$ cat src/rtl/hs_npu_mem_adapter_if.sv
// NPU-side burst handshake and single-word system bus signals of the memory adapter.
// The master modport is the adapter's view; the slave modport is the NPU/bus environment.
interface hs_npu_mem_adapter_if #(
    parameter int BURST_SIZE = 2,
    parameter int ADDR_WIDTH = 32,
    parameter int DATA_WIDTH = 32
);
    logic                                 npu_read_ready;
    logic                                 npu_write_valid;
    logic                                 npu_invalidate;
    logic [ADDR_WIDTH-1:0]                npu_addr;
    logic [BURST_SIZE-1:0][DATA_WIDTH-1:0] npu_wdata;
    logic [BURST_SIZE-1:0][DATA_WIDTH-1:0] npu_rdata;
    logic                                 npu_rvalid;
    logic                                 npu_wready;
    logic                                 bus_req;
    logic                                 bus_we;
    logic [ADDR_WIDTH-1:0]                bus_addr;
    logic [DATA_WIDTH-1:0]                bus_wdata;
    logic                                 bus_gnt;
    logic                                 bus_rvalid;
    logic [DATA_WIDTH-1:0]                bus_rdata;

    modport master (
        input  npu_read_ready, npu_write_valid, npu_invalidate, npu_addr, npu_wdata,
        output npu_rdata, npu_rvalid, npu_wready,
        output bus_req, bus_we, bus_addr, bus_wdata,
        input  bus_gnt, bus_rvalid, bus_rdata
    );

    modport slave (
        output npu_read_ready, npu_write_valid, npu_invalidate, npu_addr, npu_wdata,
        input  npu_rdata, npu_rvalid, npu_wready,
        input  bus_req, bus_we, bus_addr, bus_wdata,
        output bus_gnt, bus_rvalid, bus_rdata
    );
endinterface

$ cat src/rtl/hs_npu_mem_adapter.sv
// NPU burst to single-word req/gnt/rvalid bus adapter.
// Reads are split into BURST_SIZE word reads and regathered; writes are serialised;
// an invalidate aborts the burst and drains read responses that are still in flight.
module hs_npu_mem_adapter #(
    parameter int BURST_SIZE = 2,
    parameter int ADDR_WIDTH = 32,
    parameter int DATA_WIDTH = 32
) (
    input logic                  clk,
    input logic                  rst_n,
    hs_npu_mem_adapter_if.master io
);
    localparam int CW = $clog2(BURST_SIZE + 1);
    localparam logic [CW-1:0] LAST = CW'(BURST_SIZE);

    typedef enum logic [2:0] {
        IDLE,
        RD_ISSUE,
        RD_DONE,
        WR_ISSUE,
        WR_DONE,
        DRAIN
    } state_t;

    state_t                                state;
    logic [ADDR_WIDTH-1:0]                 base;
    logic [BURST_SIZE-1:0][DATA_WIDTH-1:0] wbuf;
    logic [BURST_SIZE-1:0][DATA_WIDTH-1:0] rbuf;
    logic [CW-1:0]                         issued;
    logic [CW-1:0]                         rsp_cnt;

    logic                  issuing;
    logic                  can_issue;
    logic                  fire;
    logic                  rsp_take;
    logic [CW-1:0]         issued_nxt;
    logic [CW-1:0]         rsp_nxt;
    logic [CW-1:0]         outst_nxt;
    logic [DATA_WIDTH-1:0] wsel;

    // Issue/response bookkeeping and the write word currently on offer.
    always_comb begin
        issuing    = (state == RD_ISSUE) || (state == WR_ISSUE);
        can_issue  = issuing && (issued < LAST);
        fire       = can_issue && io.bus_gnt;
        rsp_take   = io.bus_rvalid && ((state == RD_ISSUE) || (state == DRAIN)) &&
                     (rsp_cnt < issued);
        issued_nxt = issued + CW'(fire);
        rsp_nxt    = rsp_cnt + CW'(rsp_take);
        // A grant landing in the invalidate cycle is already counted here.
        outst_nxt  = issued_nxt - rsp_nxt;
        wsel       = '0;
        for (int unsigned i = 0; i < BURST_SIZE; i++) begin
            if (issued == CW'(i)) begin
                wsel = wbuf[i];
            end
        end
    end

    assign io.bus_req    = can_issue;
    assign io.bus_we     = (state == WR_ISSUE);
    assign io.bus_addr   = base + (ADDR_WIDTH'(issued) << 2);
    assign io.bus_wdata  = wsel;
    assign io.npu_rdata  = rbuf;
    // Completion pulses are state-decoded so an invalidate in the DONE cycle can mask them.
    assign io.npu_rvalid = (state == RD_DONE) && !io.npu_invalidate;
    assign io.npu_wready = (state == WR_DONE) && !io.npu_invalidate;

    // Burst FSM with its address, data and counter registers.
    always_ff @(posedge clk or negedge rst_n) begin
        if (!rst_n) begin
            state   <= IDLE;
            base    <= '0;
            wbuf    <= '0;
            rbuf    <= '0;
            issued  <= '0;
            rsp_cnt <= '0;
        end else begin
            case (state)
                IDLE: begin
                    if (io.npu_read_ready && !io.npu_invalidate) begin
                        base    <= io.npu_addr;
                        issued  <= '0;
                        rsp_cnt <= '0;
                        state   <= RD_ISSUE;
                    end else if (io.npu_write_valid && !io.npu_invalidate) begin
                        base    <= io.npu_addr;
                        wbuf    <= io.npu_wdata;
                        issued  <= '0;
                        rsp_cnt <= '0;
                        state   <= WR_ISSUE;
                    end
                end
                RD_ISSUE: begin
                    issued  <= issued_nxt;
                    rsp_cnt <= rsp_nxt;
                    if (rsp_take && !io.npu_invalidate) begin
                        for (int unsigned i = 0; i < BURST_SIZE; i++) begin
                            if (rsp_cnt == CW'(i)) begin
                                rbuf[i] <= io.bus_rdata;
                            end
                        end
                    end
                    if (io.npu_invalidate) begin
                        state <= (outst_nxt != '0) ? DRAIN : IDLE;
                    end else if (rsp_nxt == LAST) begin
                        state <= RD_DONE;
                    end
                end
                WR_ISSUE: begin
                    issued <= issued_nxt;
                    if (io.npu_invalidate) begin
                        state <= IDLE;
                    end else if (issued_nxt == LAST) begin
                        state <= WR_DONE;
                    end
                end
                RD_DONE, WR_DONE: begin
                    state <= IDLE;
                end
                DRAIN: begin
                    rsp_cnt <= rsp_nxt;
                    if (outst_nxt == '0) begin
                        state <= IDLE;
                    end
                end
                default: begin
                    state <= IDLE;
                end
            endcase
        end
    end
endmodule

$ cat src/flat_wrapper.sv
// flat-port wrapper written by rule: the top's interface ports become plain ports
module hs_npu_mem_adapter_flat 
#(
    parameter int BURST_SIZE = 2,
    parameter int ADDR_WIDTH = 32,
    parameter int DATA_WIDTH = 32
)
  (clk, rst_n, io_npu_read_ready, io_npu_write_valid, io_npu_invalidate, io_npu_addr, io_npu_wdata, io_npu_rdata, io_npu_rvalid, io_npu_wready, io_bus_req, io_bus_we, io_bus_addr, io_bus_wdata, io_bus_gnt, io_bus_rvalid, io_bus_rdata);
  hs_npu_mem_adapter_if #(.BURST_SIZE(BURST_SIZE), .ADDR_WIDTH(ADDR_WIDTH), .DATA_WIDTH(DATA_WIDTH)) io_i ();
  input logic clk;
  input logic rst_n;
  input wire logic [$bits(io_i.npu_read_ready)-1:0] io_npu_read_ready;
  input wire logic [$bits(io_i.npu_write_valid)-1:0] io_npu_write_valid;
  input wire logic [$bits(io_i.npu_invalidate)-1:0] io_npu_invalidate;
  input wire logic [$bits(io_i.npu_addr)-1:0] io_npu_addr;
  input wire logic [$bits(io_i.npu_wdata)-1:0] io_npu_wdata;
  output wire logic [$bits(io_i.npu_rdata)-1:0] io_npu_rdata;
  output wire logic [$bits(io_i.npu_rvalid)-1:0] io_npu_rvalid;
  output wire logic [$bits(io_i.npu_wready)-1:0] io_npu_wready;
  output wire logic [$bits(io_i.bus_req)-1:0] io_bus_req;
  output wire logic [$bits(io_i.bus_we)-1:0] io_bus_we;
  output wire logic [$bits(io_i.bus_addr)-1:0] io_bus_addr;
  output wire logic [$bits(io_i.bus_wdata)-1:0] io_bus_wdata;
  input wire logic [$bits(io_i.bus_gnt)-1:0] io_bus_gnt;
  input wire logic [$bits(io_i.bus_rvalid)-1:0] io_bus_rvalid;
  input wire logic [$bits(io_i.bus_rdata)-1:0] io_bus_rdata;
  assign io_i.npu_read_ready = io_npu_read_ready;
  assign io_i.npu_write_valid = io_npu_write_valid;
  assign io_i.npu_invalidate = io_npu_invalidate;
  assign io_i.npu_addr = io_npu_addr;
  assign io_i.npu_wdata = io_npu_wdata;
  assign io_npu_rdata = io_i.npu_rdata;
  assign io_npu_rvalid = io_i.npu_rvalid;
  assign io_npu_wready = io_i.npu_wready;
  assign io_bus_req = io_i.bus_req;
  assign io_bus_we = io_i.bus_we;
  assign io_bus_addr = io_i.bus_addr;
  assign io_bus_wdata = io_i.bus_wdata;
  assign io_i.bus_gnt = io_bus_gnt;
  assign io_i.bus_rvalid = io_bus_rvalid;
  assign io_i.bus_rdata = io_bus_rdata;
  hs_npu_mem_adapter #(.BURST_SIZE(BURST_SIZE), .ADDR_WIDTH(ADDR_WIDTH), .DATA_WIDTH(DATA_WIDTH)) u_core (.clk(clk), .rst_n(rst_n), .io(io_i));
endmodule
$ cat config.mk
export PLATFORM = sky130hd
export DESIGN_NAME = hs_npu_mem_adapter_flat
export DESIGN_NICKNAME = d
export VERILOG_FILES = /design/src/rtl/hs_npu_mem_adapter_if.sv /design/src/rtl/hs_npu_mem_adapter.sv /design/src/flat_wrapper.sv
export SDC_FILE = /design/constraint.sdc
export NUM_CORES = 1
export LEC_CHECK = 0
export ABC_AREA = 1
export BUFFER_PORTS_ARGS = -buffer_cell sky130_fd_sc_hd__buf_2
export CAP_MARGIN = 5
export CORE_MARGIN = 4
export CORE_UTILIZATION = 40
export CTS_BUF_LIST = sky130_fd_sc_hd__clkbuf_4 sky130_fd_sc_hd__clkbuf_8
export CTS_CLUSTER_SIZE = 14
export DETAILED_ROUTE_END_ITERATION = 8
export GPL_TIMING_DRIVEN = 1
export PLACE_DENSITY = 0.68
export SLEW_MARGIN = 20
export SYNTH_ARGS = -nofsm -noshare
export SYNTH_HDL_FRONTEND = slang
export SYNTH_SLANG_ARGS = --single-unit
$ cat constraint.sdc
create_clock -name clk -period 4.2 [get_ports clk]
set_clock_uncertainty 0.15 [all_clocks]
set_input_delay 0 -clock clk [delete_from_list [all_inputs] [get_ports clk]]
set_output_delay 0 -clock clk [all_outputs]
set_load 0.02 [all_outputs]
Yosys cells after proc, flatten, opt, wreduce, memory -nomap -nowiden --
Cells that the tools add are included.
Storage, ports and cells: flip-flop bits (word level) 167, logic and storage cells 74
Operators by class: bitwise operators 1, order comparisons 2, multiplexer cells 17, add/sub/neg operators 4, eq/ne operators 13, reduce and logical (&&, ||, !) cells 29
Operators by type and width (number):
- 32-bit two-way mux | 4
- 32-bit by 4-bit adder with 32-bit output | 1
- 3-bit two-way mux | 8
- 3-bit case mux with 4 select lines | 1
- 1-bit logical AND | 9
- 3-bit AND reduction | 3
- 2-bit case mux with 2 select lines | 2
- 2-bit nonzero test | 4
- 3-bit by 2-bit equality test with 1-bit output, second input constant | 2
- 3-bit equality test, second input constant | 2
- 2-bit zero test | 3
- 2-bit AND reduction | 3
- 2-bit by 1-bit adder with 2-bit output | 2
- 2-bit by 1-bit equality test with 1-bit output, second input constant | 2
- 2-bit equality test, second input constant | 2
- 2-bit two-way mux | 2
- 4-bit AND reduction | 1
- 2-bit OR reduction | 2
- 3-bit by 1-bit equality test with 1-bit output, second input constant | 1
- 3-bit zero test | 1
- 3-bit by 1-bit inequality test with 1-bit output, second input constant | 1
- 3-bit by 2-bit inequality test with 1-bit output, second input constant | 1
- 3-bit inequality test, second input constant | 1
- 1-bit logical OR | 2
- other kinds (6) | 6

Longest topological paths before layout --
Gate-level depths: netlist of run 1.
word-level depth 10, mapped depth 16, mapped depth without buffers 16

Worst setup path after synthesis of run 1 --
No wires, ideal clock.
path kind register to register, from reg u_core.issued[1], to reg u_core.state[0], cell stages (with the launch flop) 17, clock period less this slack 2761 ps, buffers on the path 2, required time 3933 ps, arrival time 2493 ps, slack 1439 ps, cells stage by stage dfrtp_1 > clkinv_1 > clkbuf_1 > clkbuf_1 > ha_1 > o21ai_1 > and3_1 > ha_1 > inv_1 > nand2_1 > nand2_1 > nor2_1 > nor2_1 > nor2_1 > nand2_1 > nand2_1 > nand2_1
Between the ends: word-level cells in the longest chain between the ends 9
Ends and longest elaborated chain:
- from (decl) | RTL line hs_npu_mem_adapter.sv:29 | logic [CW-1:0] issued;
- from (signal assigned) | RTL line hs_npu_mem_adapter.sv:95 | issued <= issued_nxt;
- from (signal assigned) | RTL line hs_npu_mem_adapter.sv:111 | issued <= issued_nxt;
- 2-bit < comparator | RTL line hs_npu_mem_adapter.sv:44 | can_issue = issuing && (issued < LAST);
- 1-bit logical AND | RTL line hs_npu_mem_adapter.sv:44
- 1-bit logical AND | RTL line hs_npu_mem_adapter.sv:45 | fire = can_issue && io.bus_gnt;
- 2-bit by 1-bit adder with 2-bit output | RTL line hs_npu_mem_adapter.sv:48 | issued_nxt = issued + CW'(fire);
- 2-bit subtractor | RTL line hs_npu_mem_adapter.sv:51 | outst_nxt = issued_nxt - rsp_nxt;
- 2-bit nonzero test | RTL line hs_npu_mem_adapter.sv:105 | state <= (outst_nxt != '0) ? DRAIN : IDLE;
- 3-bit two-way mux | RTL line hs_npu_mem_adapter.sv:105
- 3-bit two-way mux | RTL line hs_npu_mem_adapter.sv:104 | if (io.npu_invalidate) begin
- 3-bit case mux with 4 select lines | RTL line hs_npu_mem_adapter.sv:79 | case (state)
- to (signal assigned) | RTL line hs_npu_mem_adapter.sv:105
- to (decl) | RTL line hs_npu_mem_adapter.sv:25 | state_t state;
Parallel ways exist; a longest one is shown, timed or not. A chain may end at the register's enable or synchronous reset.

Worst setup path in the final report of run 1 --
from reg u_core.issued[0], to out io_bus_addr[22]
Between the ends: word-level cells in the longest chain between the ends 1
Ends and longest elaborated chain:
- 32-bit by 4-bit adder with 32-bit output | RTL line hs_npu_mem_adapter.sv:62 | assign io.bus_addr = base + (ADDR_WIDTH'(issued) << 2);
- to (decl) | RTL line flat_wrapper.sv:22 | output wire logic [$bits(io_i.bus_addr)-1:0] io_bus_addr;
Every way passes these cells.

==> results.tsv, run 1 <==
stage	metric	value	unit
setup_path	path_buf_inv	2	
yosys	seq_area_frac_synth	0.519	
route	vias	7815	
yosys	yosys-top-cells-area	dfrtp_1 52%, nand2_1 11%, inv_1 6.9%, nand3_1 4.8%, o21ai_0 4.7%	
final_layout	area_growth	40.0	%
timing	hold_violations	0	
timing	post-route-period-util	0.787	
setup_path	cp-end-kind	output port	
clocking	cts_tree	yes	
route	wl_per_cell	14.4	um
final_layout	nFillCells	1785	
placement	dpl-instance-area	9520	um2
grt	grt_usage	0.215	
grt	grt_first_pass_wirelength	38.8	mm
route	viasPerCell	4.73	
setup_path	cpMaxStageDelayCell	dfrtp_1	
setup_path	rr_worst_depth	13	
job	maxCapViolCount	0	
floorplan	initial_utilization	0.410	
final_layout	fin_nets	1516	
floorplan	rows	51	
yosys	async_reset_ff_frac	1.00	
timing	setup_viol	0	
floorplan	pin_count	267	
timing	tns	0	ns
clocking	cts_buffer_depth	2	
setup_path	cp_max_fo	15	
setup_path	r2r-end	u_core.state[1]	
floorplan	dieArea	22500	um2
setup_path	worstReg2RegStart	u_core.issued[0]	
final_layout	finalInstanceArea	11300	um2
yosys	synth_top_area_frac	0.519	
timing	worstMarginPinSlew	0.976	ns
yosys	synthTopCellsByCount	230 x nand2_1, 167 x dfrtp_1, 149 x inv_1	
power	peakVddDrop	0.000288	V
timing	fmax	303	MHz
clocking	cts_made_buffers	17	
yosys	yosysWarnings	0	
yosys	syn_inst	999	
timing	slew_headroom	0.350	
clocking	cts_hold_buf	133	
floorplan	fp.dieW	150	um
yosys	syn-num-nets	1140	
yosys	synth_edf_count	0	
route	firstDrtPassIters	5	
final_layout	final_layout_size_suffix_gt1_frac	0.246	
placement	io_buffers	266	
clocking	clockRootBuffer	clkbuf_8	
yosys	avgSynthCellArea	8.06	um2
floorplan	dieHeight	150	um
yosys	ys_ff_latch	167	
final_layout	diodes	0	
grt	grt_max_degree	129	
clocking	cts_setup_buffers	0	
timing	drv_slew	0	
clocking	clock_sinks	167	
power	power_density	624	nW/um2
yosys	synth_ff_type	dfrtp_1	
setup_path	crit_required	4.05	ns
grt	overflow	0	
power	power_leakage	6.27	nW
setup_path	crit_family	simple AND/OR/NAND/NOR gates	
setup_path	path_class	flip-flop to output port	
setup_path	crit_arrival	3.15	ns
placement	post-dp-hpwl	15.6	mm
clocking	cts-resized-gates	0	
yosys	synth.largest_area_cell	dfrtp_1	
route	drc_errors	0	
floorplan	core	19700	um2
run_status	outcome	complete, no violations	
timing	rsz0062_at_grt	no	
yosys	yosysUniqueCellTypes	36	
route	ant_nets	0	
worst_hold_path	hold_class	primary input to async pin	
setup_path	max_stage_delay	0.66	ns
clocking	clk_latency	0.46	ns
route	first_iter_violations	406	
grt	grt_pass1_vias	7920	
placement	gp_congestion	0.872	
clocking	clk_pin_slew	0.10	ns
grt	antenna_found_initial	0	
setup_path	crit_path_cell_trace	ha_1 > inv_1 > fa_1 > nor2_1 > nand2_1 > nor2_1 > nand3_1 > o21ai_0 > nand2_1 > buf_2	
clocking	htree_levels	4	
route	routed_wl	23.8	mm
setup_path	r2r_setup_slack	0.96	ns
yosys	syn_area	8060	um2
timing	timing.final.crit_period	3.30	ns
setup_path	start_kind	flip-flop	
yosys	synth_most_common_cell	nand2_1	
per-layer routing:
metal / track usage / wire length, um / up-vias
li1: - / - / 3884
met1: 0.270 / 9820 / 3588
met2: 0.365 / 11700 / 293
met3: 0.0539 / 1700 / 50
met4: 0.0727 / 597 / 0
met5: 0 / 0 / -
cells by family (layout without fill, tap and decap cells):
| logic type | Yosys count | count (layout) | share of synthesized area |
|---|---|---|---|
| compound gates | 170 | 170 | 0.116 |
| simple gates | 428 | 428 | 0.225 |
| flops | 167 | 167 | 0.519 |
| buf+inv | 205 | 594 | 0.105 |
| xor+xnor | 23 | 23 | 0.0250 |
| fa+ha+maj | 6 | 6 | 0.0103 |
state kept, by name, summed over array words and instances (netlist names):
signal,count
u_core.state,3
u_core.base,32
u_core.rsp_cnt,2
u_core.io.npu_rdata,64
u_core.issued,2
u_core.wbuf,64
worst reg2reg max path, delay by kind of cell (launching register included):
family / cells / cell delay (ns)
AO/OA/AOI/OAI: 1 / 0.27
AND/OR/NAND/NOR: 8 / 0.89
adder cells (fa/ha/maj): 1 / 0.20
flip-flops: 1 / 0.66
buffers and inverters: 3 / 1.02
cells in the final DEF (no fill, tap or decap), drive strengths merged:
cell and n:
o22ai 2, dfrtp 167, dlygate4sd3 133, a21oi 48, xor2 17, xnor2 6, or2 1, nor4 1
bufinv 1, inv 164, and3 3, fa 1, clkinv 2, ha 5, clkinvlp 2, nand3 78
and2 1, nor3 13, nand4 10, clkbuf 18, nand3b 2, nor2 88, nand2 231, a21o 1
buf 274, o21ai 119
metrics by stage:
stage / setup WS (ns) / hold WS (ns) / cells / power [W] / util
after floorplan: 1.44 / -0.446 / 999 / 0.00473 / -
after global placement: 1.38 / 0.0316 / 1487 / 0.00568 / 0.484
after detailed placement: 1.25 / 0.0339 / 1487 / 0.00574 / 0.484
after CTS: 0.891 / 0.0109 / 1652 / 0.00706 / 0.572
after global routing: 0.608 / 0.0867 / 1653 / 0.00758 / 0.574
final: 0.896 / 0.0358 / 1653 / 0.00704 / 0.574
power breakdown:
| group | total, W | internal [W] | switching, W |
|---|---|---|---|
| Sequential | 0.00271 | 0.00224 | 0.000466 |
| Clock | 0.00119 | 0.000514 | 0.000677 |
| Combinational | 0.00314 | 0.00112 | 0.00202 |
| Total | 0.00704 | 0.00388 | 0.00316 |
layout make-up:
cell class                      instances  area [um2]  area share
Clock inverter                         14         155      0.0138
Timing Repair Buffer                  407        2750       0.244
Inverter                              155         582      0.0516
Multi-Input combinational cell        627        3030       0.269
Clock buffer                           18         248      0.0220
Tap cell                              265         332      0.0294
Sequential cell                       167        4180       0.371
how the worst max path moves through the flow:
stage          cells after the start              from  slack, ns                       to
6_report                          10  u_core.issued[0]       0.90          io_bus_addr[22]
3_5_place_dp                       7  u_core.issued[0]       1.25  u_core.io.npu_rdata[34]
4_1_cts                           10  u_core.issued[0]       0.89          io_bus_addr[22]
2_1_floorplan                     16  u_core.issued[1]       1.44          u_core.state[0]
3_3_place_gp                       7  u_core.issued[0]       1.38  u_core.io.npu_rdata[47]
5_1_grt                           13  u_core.issued[0]       0.61          u_core.state[1]
(Power assumes the default switching activity.)
==> run 2: changes to the inputs <==
--- a/config.mk
+++ b/config.mk
@@ -5,7 +5,7 @@
 export SDC_FILE = /design/constraint.sdc
 export NUM_CORES = 1
 export LEC_CHECK = 0
-export ABC_AREA = 1
+export ABC_AREA = 0
 export BUFFER_PORTS_ARGS = -buffer_cell sky130_fd_sc_hd__buf_2
 export CAP_MARGIN = 5
 export CORE_MARGIN = 4
==> constraint.sdc (replaced) <==
create_clock -name clk -period 3.5 [get_ports clk]
set_clock_uncertainty 0.15 [all_clocks]
set_input_delay 0 -clock clk [delete_from_list [all_inputs] [get_ports clk]]
set_output_delay 0 -clock clk [all_outputs]
set_load 0.02 [all_outputs]
==> run 2 against run 1 <==
Against the previous run:
- critical path depth down 2
- sequential power up 12%
- setup slack worse by 0.44 ns
- register-to-register slack worse by 0.21 ns
- synthesized cell count down 37%
- power up 6.0%
- combinational power down 2%
- via count down 21%
- non-clock buffer count up 3
- clock power up 13%
- sequential share of layout area up 0.87 points
- design area down 2.3%
==> results.tsv, run 2 <==
stage	metric	value	unit	change
run_status	outcome	complete, no violations		unchanged
setup_path	rr_worst_depth	9		was 13
timing	worstMarginPinSlew	0.840	ns	was 0.976 ns
power	power_leakage	5.70	nW	was 6.27 nW
route	drc_errors	0		unchanged
setup_path	crit_path_cell_trace	ha_1 > inv_1 > fa_1 > nand2b_1 > nor3_1 > nand4_1 > xnor2_1 > buf_2		was ha_1 > inv_1 > fa_1 > nor2_1 > nand2_1 > nor2_1 > nand3_1 > o21ai_0 > nand2_1 > buf_2
setup_path	max_stage_delay	0.58	ns	was 0.66 ns
timing	tns	0	ns	unchanged
worst_hold_path	hold_class	primary input to flip-flop		was primary input to async pin
grt	grt_max_degree	73		was 129
grt	grt_usage	0.192		was 0.215
setup_path	r2r-end	u_core.state[2]		was u_core.state[1]
yosys	synth_top_area_frac	0.543		was 0.519
setup_path	cp-end-kind	output port		unchanged
yosys	ys_ff_latch	167		unchanged
timing	drv_slew	0		unchanged
clocking	htree_levels	4		unchanged
yosys	synth_ff_type	dfrtp_1		unchanged
route	routed_wl	20.7	mm	was 23.8 mm
timing	setup_viol	0		unchanged
yosys	synth_most_common_cell	dfrtp_1		was nand2_1
grt	grt_pass1_vias	6679		was 7,920
setup_path	path_class	flip-flop to output port		unchanged
final_layout	finalInstanceArea	11000	um2	was 11,300 um2
yosys	yosysUniqueCellTypes	41		was 36
power	sw_frac_of_total	0.407		was 0.449
timing	slew_headroom	0.438		was 0.350
floorplan	fp.dieW	147	um	was 150 um
clocking	cts_setup_buffers	0		unchanged
yosys	synthTopCellsByCount	167 x dfrtp_1, 107 x nand2_1, 95 x mux2_2		was 230 x nand2_1, 167 x dfrtp_1, 149 x inv_1
final_layout	fin_nets	1169		was 1,516
yosys	yosysWarnings	0		unchanged
yosys	yosys-top-cells-area	dfrtp_1 54%, mux2_2 14%, mux2_4 5.9%, nand2_1 5.2%, mux2i_1 4.2%		was dfrtp_1 52%, nand2_1 11%, inv_1 6.9%, nand3_1 4.8%, o21ai_0 4.7%
placement	post-dp-hpwl	13.3	mm	was 15.6 mm
route	first_iter_violations	165		was 406
clocking	clk_latency	0.45	ns	was 0.46 ns
grt	antenna_found_initial	2		was 0
placement	io_buffers	266		unchanged
yosys	async_reset_ff_frac	1.00		unchanged
route	firstDrtPassIters	4		was 5
yosys	syn-num-nets	773		was 1,140
timing	post-route-period-util	0.871		
placement	gp_congestion	0.833		was 0.872
job	maxCapViolCount	0		unchanged
setup_path	r2r_setup_slack	0.75	ns	was 0.96 ns
setup_path	path_buf_inv	2		unchanged
final_layout	area_growth	43.3	%	was 40.0%
setup_path	start_kind	flip-flop		unchanged
timing	hold_violations	0		unchanged
setup_path	worstReg2RegStart	u_core.issued[1]		was u_core.issued[0]
route	ant_nets	0		unchanged
final_layout	layout_commonest_cell	buf_2		unchanged
power	power_density	677	nW/um2	was 624 nW/um2
setup_path	crit_required	3.35	ns	was 4.05 ns
final_layout	layout_common_cells	265 x buf_2, 166 x dfrtp_1, 136 x dlygate4sd3_1		was 265 x buf_2, 230 x nand2_1, 167 x dfrtp_1
yosys	avgSynthCellArea	12.2	um2	was 8.06 um2
yosys	synth_edf_count	0		unchanged
power	power_frac_comb	0.411		was 0.446
floorplan	core	18800	um2	was 19,700 um2
timing	timing.final.crit_period	3.05	ns	
floorplan	rows	50		was 51
clocking	cts_made_buffers	17		unchanged
floorplan	pin_count	267		unchanged
worst_hold_path	hold_path_startpoint	io_bus_rvalid		
yosys	synth.largest_area_cell	dfrtp_1		unchanged
grt	overflow	0		unchanged
clocking	cts_buffer_depth	2		unchanged
power	peakVddDrop	0.000447	V	was 0.000288 V
yosys	seq_area_frac_synth	0.543		was 0.519
setup_path	cpMaxStageDelayCell	nor3_1		was dfrtp_1
worst_hold_path	hold_path_end	u_core.rsp_cnt[1]		
yosys	syn_area	7690	um2	was 8060 um2
route	wl_per_cell	15.9	um	was 14.4 um
floorplan	dieArea	21500	um2	was 22,500 um2
yosys	syn_inst	632		was 999
floorplan	dieHeight	147	um	was 150 um
clocking	cts_tree	yes		unchanged
setup_path	crit_arrival	2.90	ns	was 3.15 ns
timing	rsz0062_at_grt	no		unchanged
final_layout	final_layout_size_suffix_gt1_frac	0.423		was 0.246
setup_path	crit_family	simple AND/OR/NAND/NOR gates		unchanged
floorplan	initial_utilization	0.409		was 0.410
power	switchingPower	0.00303	W	was 0.00316 W
clocking	clk_pin_slew	0.09	ns	was 0.10 ns
clocking	clock_sinks	167		unchanged
route	viasPerCell	4.75		was 4.73
timing	fmax	328	MHz	
setup_path	cp_max_fo	6		was 15
power	p_int	0.00443	W	was 0.00388 W
placement	dpl-instance-area	9240	um2	was 9520 um2
route	vias	6187		was 7,815
power	pwr-share-seq	0.408		was 0.385
power	clkPwrFrac	0.181		was 0.169
worst_hold_path	min_delay_path_depth	6		
clocking	clockRootBuffer	clkbuf_8		unchanged
grt	grt_first_pass_wirelength	33.7	mm	was 38.8 mm
-- run 2: timing repair --
| action | 4_1_cts | 5_1_grt |
|---|---|---|
| hold buffers | 137 | 0 |
| gates resized for setup | 0 | 0 |
| endpoints found under the hold margin | 332 | 0 |
-- run 2: final cells by class --
type | instances | area [um2]
Timing Repair Buffer | 410 | 2800
Fill cell | 1542 | 7810
Sequential cell | 167 | 4180
Tap cell | 260 | 325
Antenna cell | 2 | 5.00
Multi-Input combinational cell | 424 | 3290
Clock buffer | 17 | 234
Inverter | 8 | 30.0
Clock inverter | 15 | 151
-- run 2: tightest hold or removal path, delay by kind of cell --
kind / cells / cell delay, ns
adder cells (fa/ha/maj): 1 / 0.20
AND/OR/NAND/NOR: 2 / 0.18
buffers and inverters: 1 / 0.10
AO/OA/AOI/OAI: 2 / 0.12
-- run 2: how the worst max path moves through the flow --
| stage | start | endpoint | slack (ns) | cells past startpoint |
|---|---|---|---|---|
| 6_report | u_core.issued[0] | io_bus_addr[26] | 0.45 | 8 |
| 5_1_grt | u_core.base[2] | io_bus_addr[24] | 0.17 | 8 |
| 4_1_cts | u_core.issued[0] | io_bus_addr[22] | 0.45 | 8 |
| 3_5_place_dp | u_core.issued[1] | io_bus_addr[31] | 0.96 | 7 |
| 3_3_place_gp | u_core.issued[0] | io_bus_addr[22] | 0.98 | 8 |
| 2_1_floorplan | u_core.issued[1] | io_bus_addr[26] | 1.07 | 7 |
-- run 2: cells by family (layout without fill, tap and decap cells) --
kind of cell               count (synthesis)  after routing  share of synthesized area
and+or+nand+nor                          208            208                      0.123
DFF                                      167            167                      0.543
muxes                                    160            160                      0.244
buffers and inverters                     41            450                     0.0290
xor gates and xnor gates                  32             32                     0.0364
AOI/OAI and AO/OA                         18             18                     0.0138
adders and majority gates                  6              6                     0.0107
other                                      0              2                          0
-- run 2: power groups by stage --
stage	clock [W]	combinational (W)	sequential, W
final	0.00135	0.00307	0.00304
after global routing	0.00148	0.00336	0.00313
after CTS	0.00140	0.00308	0.00303
after detailed placement	0	0.00295	0.00307
after global placement	0	0.00291	0.00305
after floorplan	0	0.00200	0.00302
-- run 2: per-stage QoR --
step	setup slack (ns)	hold WS, ns	std cells	util	total power [W]
floorplan	1.07	-0.446	632	-	0.00502
global placement	0.981	-0.161	1132	0.491	0.00597
detailed placement	0.964	-0.159	1132	0.491	0.00602
CTS	0.447	0.0167	1301	0.585	0.00752
global route	0.173	0.0659	1303	0.585	0.00797
finish	0.453	0.0604	1303	0.585	0.00746
-- run 2: layer usage --
layer,part of all wire,track usage,vias up
li1,-,-,2944
met1,0.41,0.229,2990
met2,0.50,0.332,219
met3,0.070,0.0562,34
met4,0.022,0.0687,0
met5,0,0,-
